===== src/rtl/mc_control_fsm.sv =====
// Multi-cycle processor control unit: sequences fetch/decode/execute/memory/writeback.
// Define MC_FSM_MEMWAIT_EN to enable the mem_ready wait-state handshake.
module mc_control_fsm #(
    parameter int OPW     = 3,
    parameter int FUNCW   = 4,
    parameter int ALUCTW  = 3,
    parameter int ALU_ADD = 0,
    parameter int ALU_SUB = 1
) (
    input  logic              clk,
    input  logic              reset,
    input  logic [OPW-1:0]    opcode,
    input  logic [FUNCW-1:0]  func,
    input  logic              zero,
    input  logic              mem_ready,
    output logic              IorD,
    output logic              MemWrite,
    output logic              IRWrite,
    output logic              MemtoReg,
    output logic              Immsel,
    output logic              RegWrite,
    output logic              ALUSrcA,
    output logic              PCsrc,
    output logic              PCWrite,
    output logic [1:0]        ALUsrcB,
    output logic [ALUCTW-1:0] alu_op,
    output logic              halted,
    output logic              illegal,
    output logic [3:0]        state
);

    typedef enum logic [3:0] {
        S_FETCH   = 4'd0,
        S_DECODE  = 4'd1,
        S_MEMADDR = 4'd2,
        S_MEMRD   = 4'd3,
        S_MEMWB   = 4'd4,
        S_MEMWR   = 4'd5,
        S_EXEC    = 4'd6,
        S_ALUWB   = 4'd7,
        S_BRANCH  = 4'd8,
        S_ADDIEX  = 4'd9,
        S_ADDIWB  = 4'd10,
        S_HALT    = 4'd11,
        S_TRAP    = 4'd12
    } state_t;

    typedef struct packed {
        logic              iord;
        logic              memwrite;
        logic              memtoreg;
        logic              immsel;
        logic              regwrite;
        logic              alusrca;
        logic              pcsrc;
        logic              halted;
        logic              illegal;
        logic [1:0]        alusrcb;
        logic [ALUCTW-1:0] alu_op;
    } ctrl_t;

    localparam logic [ALUCTW-1:0] L_ADD = ALUCTW'(ALU_ADD);
    localparam logic [ALUCTW-1:0] L_SUB = ALUCTW'(ALU_SUB);

    state_t r_state;
    state_t w_next;
    ctrl_t  r_ctrl;
    logic   w_mem_ok;
    logic   w_fetch_go;
    logic   w_br_take;
    logic   w_unused;

`ifdef MC_FSM_MEMWAIT_EN
    assign w_mem_ok = mem_ready;
`else
    assign w_mem_ok = 1'b1;
`endif

    assign w_unused = &{1'b0, func, mem_ready};

    // Moore control set for a state; opcode/func are held stable by the IR for the whole instruction.
    function automatic ctrl_t ctrl_for(input state_t s, input logic [OPW-1:0] op,
                                       input logic [FUNCW-1:0] fn);
        ctrl_t c;
        c        = '0;
        c.alu_op = L_ADD;
        case (s)
            S_FETCH:   c.alusrcb = 2'b01;
            S_DECODE:  begin c.immsel = 1'b1; c.alusrcb = 2'b10; end
            S_MEMADDR: begin
                c.alusrca = 1'b1;
                c.alusrcb = 2'b10;
                c.immsel  = (op == OPW'(4));
            end
            S_MEMRD:   begin c.iord = 1'b1; c.alusrca = 1'b1; c.alusrcb = 2'b10; end
            S_MEMWB:   begin c.memtoreg = 1'b1; c.regwrite = 1'b1; end
            S_MEMWR:   begin
                c.iord     = 1'b1;
                c.memwrite = 1'b1;
                c.immsel   = 1'b1;
                c.alusrca  = 1'b1;
                c.alusrcb  = 2'b10;
            end
            S_EXEC:    begin c.alusrca = 1'b1; c.alu_op = fn[ALUCTW-1:0]; end
            S_ALUWB:   begin c.regwrite = 1'b1; c.alu_op = fn[ALUCTW-1:0]; end
            S_BRANCH:  begin
                c.alusrca = 1'b1;
                c.alu_op  = L_SUB;
                c.pcsrc   = 1'b1;
                c.immsel  = 1'b1;
            end
            S_ADDIEX:  begin c.alusrca = 1'b1; c.alusrcb = 2'b10; end
            S_ADDIWB:  c.regwrite = 1'b1;
            S_HALT:    c.halted = 1'b1;
            S_TRAP:    c.illegal = 1'b1;
            default:   c.alu_op = '0;
        endcase
        return c;
    endfunction

    always_comb begin
        w_next = S_FETCH;
        case (r_state)
            S_FETCH:   w_next = w_mem_ok ? S_DECODE : S_FETCH;
            S_DECODE: begin
                if (opcode == OPW'(1))                           w_next = S_EXEC;
                else if (opcode == OPW'(2))                      w_next = S_ADDIEX;
                else if (opcode == OPW'(3) || opcode == OPW'(4)) w_next = S_MEMADDR;
                else if (opcode == OPW'(5))                      w_next = S_BRANCH;
                else if (opcode == OPW'(6))                      w_next = S_HALT;
                else                                             w_next = S_TRAP;
            end
            S_MEMADDR: w_next = (opcode == OPW'(3)) ? S_MEMRD : S_MEMWR;
            S_MEMRD:   w_next = w_mem_ok ? S_MEMWB : S_MEMRD;
            S_MEMWB:   w_next = S_FETCH;
            S_MEMWR:   w_next = w_mem_ok ? S_FETCH : S_MEMWR;
            S_EXEC:    w_next = S_ALUWB;
            S_ALUWB:   w_next = S_FETCH;
            S_ADDIEX:  w_next = S_ADDIWB;
            S_ADDIWB:  w_next = S_FETCH;
            S_BRANCH:  w_next = S_FETCH;
            S_HALT:    w_next = S_HALT;
            S_TRAP:    w_next = S_TRAP;
            default:   w_next = S_FETCH;
        endcase
    end

    // Controls are registered together with the state they belong to.
    always_ff @(posedge clk) begin
        if (reset) begin
            r_state <= S_FETCH;
            r_ctrl  <= ctrl_for(S_FETCH, opcode, func);
        end else begin
            r_state <= w_next;
            r_ctrl  <= ctrl_for(w_next, opcode, func);
        end
    end

    // BEQ takes on zero, BNE (func[0]=1) on not-zero.
    assign w_fetch_go = (r_state == S_FETCH) & w_mem_ok;
    assign w_br_take  = (r_state == S_BRANCH) & (zero ^ func[0]);

    assign IRWrite  = w_fetch_go;
    assign PCWrite  = w_fetch_go | w_br_take;
    assign IorD     = r_ctrl.iord;
    assign MemWrite = r_ctrl.memwrite;
    assign MemtoReg = r_ctrl.memtoreg;
    assign Immsel   = r_ctrl.immsel;
    assign RegWrite = r_ctrl.regwrite;
    assign ALUSrcA  = r_ctrl.alusrca;
    assign PCsrc    = r_ctrl.pcsrc;
    assign ALUsrcB  = r_ctrl.alusrcb;
    assign alu_op   = r_ctrl.alu_op;
    assign halted   = r_ctrl.halted;
    assign illegal  = r_ctrl.illegal;
    assign state    = r_state;

endmodule


===== config.mk =====
export PLATFORM = sky130hd
export DESIGN_NAME = mc_control_fsm
export DESIGN_NICKNAME = d
export VERILOG_FILES = /design/src/rtl/mc_control_fsm.sv
export SDC_FILE = /design/constraint.sdc
export NUM_CORES = 1
export LEC_CHECK = 0
export CAP_MARGIN = 40
export CORE_ASPECT_RATIO = 0.75
export CORE_UTILIZATION = 25
export CTS_CLUSTER_DIAMETER = 30
export DETAILED_ROUTE_END_ITERATION = 8
export GPL_TIMING_DRIVEN = 0
export PLACE_DENSITY = 0.58
export RECOVER_POWER = 25
export SLEW_MARGIN = 0
export SYNTH_ARGS = -nofsm -noshare
export SYNTH_HDL_FRONTEND = slang
export SYNTH_SLANG_ARGS = --single-unit

===== constraint.sdc =====
create_clock -name clk -period 2.6 [get_ports clk]
set_input_delay 0.65 -clock clk [delete_from_list [all_inputs] [get_ports clk]]
set_output_delay 0.65 -clock clk [all_outputs]
set_load 0.01 [all_outputs]

# == After elaboration in Yosys (flattened, before gate mapping) ==
# Index checks and enable logic that the tools add are counted.
# word_totals
inputBits,11
regBits,18
word_cells,68
# op_classes
eq_ne,26
bitwise,3
reduce_logical,9
muxes,18
# ops
op,n
$eq 4x4->1 const B,9
$pmux 4 s8,1
$eq 4x3->1 const B,5
$eq 4x2->1 const B,4
$mux 4,3
$eq 3x3->1 const B,3
$mux 3,3
$eq 4x1->1 const B,2
$logic_not 4->1,2
$mux 1,8
$eq 3x2->1 const B,2
$pmux 3 s2,1
$reduce_or 3->1,2
$reduce_or 6->1,1
$reduce_or 5->1,1
$pmux 2 s2,1
$reduce_or 2->1,2
$eq 3x1->1 const B,1
$pmux 1 s2,1
$and 1x1->1,1
$logic_or 1x1->1,1
$or 1x1->1,1
$xor 1x1->1,1

# == Logic depth before layout (Yosys ltp) ==
# Gate-level depths: netlist of run 1.
# depth
ltp_word,10
depth_mapped,7
ltp_nobuf,5

# == Least setup slack after synthesis of run 1 ==
# Ideal clock, no wire load.
# synth_timing
path_kind,input to output
from,input zero
to,output PCWrite
n_path_buf,0
t_required_ns,1.950
setup_slack_ns,0.501
arrival_ns,1.449
path_stages,2
cell_sequence,xnor2_1 > a2111oi_0
# synth_between
elab_chain_cells,3
# synth_lines
element,line_no,rtl
from (decl),14,"input logic zero,"
$xor 1x1->1,161,assign w_br_take = (r_state == S_BRANCH) & (zero ^ func[0]);
$and 1x1->1,161,
$or 1x1->1,164,assign PCWrite = w_fetch_go | w_br_take;
to (decl),24,"output logic PCWrite,"
# Every way passes these cells.

# == Worst setup path in the final report of run 1 ==
# layout_timing
from,input func[0]
to,output PCWrite
# layout_between
elab_chain_cells,3
# layout_lines
element,line_no,rtl
from (decl),13,"input logic [FUNCW-1:0] func,"
$xor 1x1->1,161,
$and 1x1->1,161,
$or 1x1->1,164,
# Every way passes these cells.

==> metrics, run 1 <==
WP data arrival=1.88 ns; clock power share=23.5%; initial antenna violation count=0; Synth area leader=dfxtp_1; yosys warns=0; Total Routed Length=2.02 mm; setup TNS=0 ns; CTS Sinks=18; sequential share of the synthesized area=40.1%; Flop pwr share=39.7%; Die X=71.2 µm; Layout fillers=346; crit path launch type=primary input; syn_nets=107; Max FO, Critical Path=2; core area=3360 µm²; vias in the first global route=723; endpoints failing setup=0; Critical Path RT=1.95 ns; Async SR Flop Fraction=0%; Hold Slack=0.667 ns; internal reg-to-reg setup slack=0.46 ns; first-pass GRT wire length=3.18 mm; Avg Inst Size Synth=9.36 µm²; Initial Util=26.8%; post-synthesis cell area=898 µm²; routability cong.=0.888; Setup WS pre-CTS=-0.368 ns; Port Buffers=27; HPWL after DPL=1.52 mm; Max Clk Rate=0.396 GHz; final worst slack=0.0723 ns; Worst-Skew Late Latency=0.25 ns; hold_buf cts=0; Largest register FFs=4; Net Sw Frac=30.1%; drc violations=2; CTS Root Cell=clkbuf_8; GRT Overall Usage=11.0%; clock-pin slew on the worst setup and hold paths=0.06 ns; final hold vios=0; most frequent cells in the layout=dfxtp_1, clkdlybuf4s50_1, nor2_1, dlygate4sd3_1, a21oi_1; Min-Delay Path Class=flop to flop; Final ANT Viol Nets=0; vias=809; GRT overflow=0; EDFF count, synth=0; Pleak=0.496 nW; net count reported at finish=139; final period utilization=97.2%; pwr/cell area=619 nW/µm²; ys flop type=dfxtp_1; Post-Synthesis Cells=96; status=complete, but fails checks; I/O pin total=31; clock buffer depth=2; count of cell types in the netlist=44; worst slew pin tran=0.634 ns; htree depth=1; worst-case clock skew=0.00108 ns; critical path class=primary input to primary output; worst vdd ir=0.277 mV; failing checks=design-rule violations; Gate power share=36.8%; number of max-cap violations=0; placed cell count=163; Layout Area Growth over Synthesis=40.9%; Setup crit end kind=primary output; RSZ-0062 raised after global routing=no; post-synth top area share=40.1%; Pre-antenna DRT Iters=6; Via density=4.87; max-slew violation count=0; CTS tree=built; Avg WL per Cell=12.2 µm; Area contributors post-synth=dfxtp_1, a21oi_1, nor2_1, nand2b_4, buf_6; Die Ht=53.9 µm; pin count of the biggest net entering global routing=11; final worst path period need=2.53 ns; n_diodes=0; Synth Register Bits=18; Finished Layout Cells=166; row count=18; die area=3840 µm²; share of layout cells above drive strength 1=15.9%; detailed router's first-iteration violation count=42; switching power=236 µW; CTS buffer count=3; Slew Limit Headroom=57.8%; Internal Power=548 µW
worst max-delay path: stages:
cell and delay, ns:
clkdlybuf4s50_1 0.51, xnor2_1 0.12, a2111oi_2 0.32, clkdlybuf4s15_2 0.27
path summary, 6_finish.rpt:
path	from	endpoint	cells after the start
hold reg to reg	state[2]	RegWrite	3
setup reg to reg	state[3]	alu_op[0]	6
setup / recovery	func[0]	PCWrite	4
hold / removal	state[2]	RegWrite	3
layout make-up:
class                   instances  area (µm²)  area share, %
flip-flops and latches         18         360           28.5
inverters                       4        15.0           1.19
plain buffers                   6        42.5           3.36
well taps                      40        50.0           3.95
clock buffers                   3        41.3           3.26
repair buffers                 27         272           21.4
multi-input cells              68         485           38.3
cells by family (layout without fill, tap and decap cells):
logic type	after synthesis	count (layout)	share of synthesized area, %
XOR/XNOR	3	3	2.93
AO/OA/AOI/OAI	26	26	21.0
flip-flops	18	18	40.1
buffers and inverters	10	40	6.55
multiplexers	1	1	1.11
AND/OR/NAND/NOR	38	38	28.3
power groups by stage:
stage	logic, mW	clock network (mW)	registers, mW
finish	0.288	0.184	0.311
global placement	0.282	0	0.317
CTS	0.286	0.196	0.312
detailed placement	0.284	0	0.317
floorplan	0.163	0	0.330
global route	0.311	0.205	0.314
stage by stage:
stage	utilization, %	total power, mW	instance area [µm²]
finish	37.7	0.784	1270
detailed placement	36.3	0.601	1220
global placement	36.3	0.600	1220
floorplan	-	0.493	898
global route	37.7	0.831	1270
CTS	37.6	0.795	1260
Yosys cell counts, types with 2 or more instances:
cell,number
nor3b_1,2
buf_2,2
nor4_1,2
nand2b_1,2
nand2b_4,2
o21ai_1,2
a21oi_1,7
nand2_1,3
xnor2_1,2
o21ai_0,3
nor2_1,8
nand3_1,2
a211oi_1,2
dfxtp_1,18
o211ai_1,2
inv_1,4
nor3_1,3
buf_6,2
o32ai_1,2
and2_1,2
metal layers:
metal	track usage [%]	share of wire (%)	vias to the layer above
met5	0	0	-
met4	3.33	0	0
met3	4.31	5.8	0
met2	18.4	45	25
met1	13.3	49	379
li1	-	-	405
repair_timing:
item,in CTS,in global routing
endpoints found under the hold margin,0,0
cloned,0,0
buffers inserted,0,0
resized for setup,5,1
pin swaps,1,0
endpoints found under the setup margin,1,1
Note: power is estimated with default switching activity, not from simulation.
==> inputs of run 2 (changes only) <==
- CTS_CLUSTER_SIZE: default -> 24
==> results of run 2 <==
Final layout, timing and power as in run 1 (identical DEF).
==> inputs of run 3 (changes only) <==
- CTS_BUF_LIST: default -> sky130_fd_sc_hd__clkbuf_2 sky130_fd_sc_hd__clkbuf_4 sky130_fd_sc_hd__clkbuf_8
- TNS_END_PERCENT: default -> 1
==> results of run 3 <==
Final layout, timing and power as in run 1 (identical DEF).
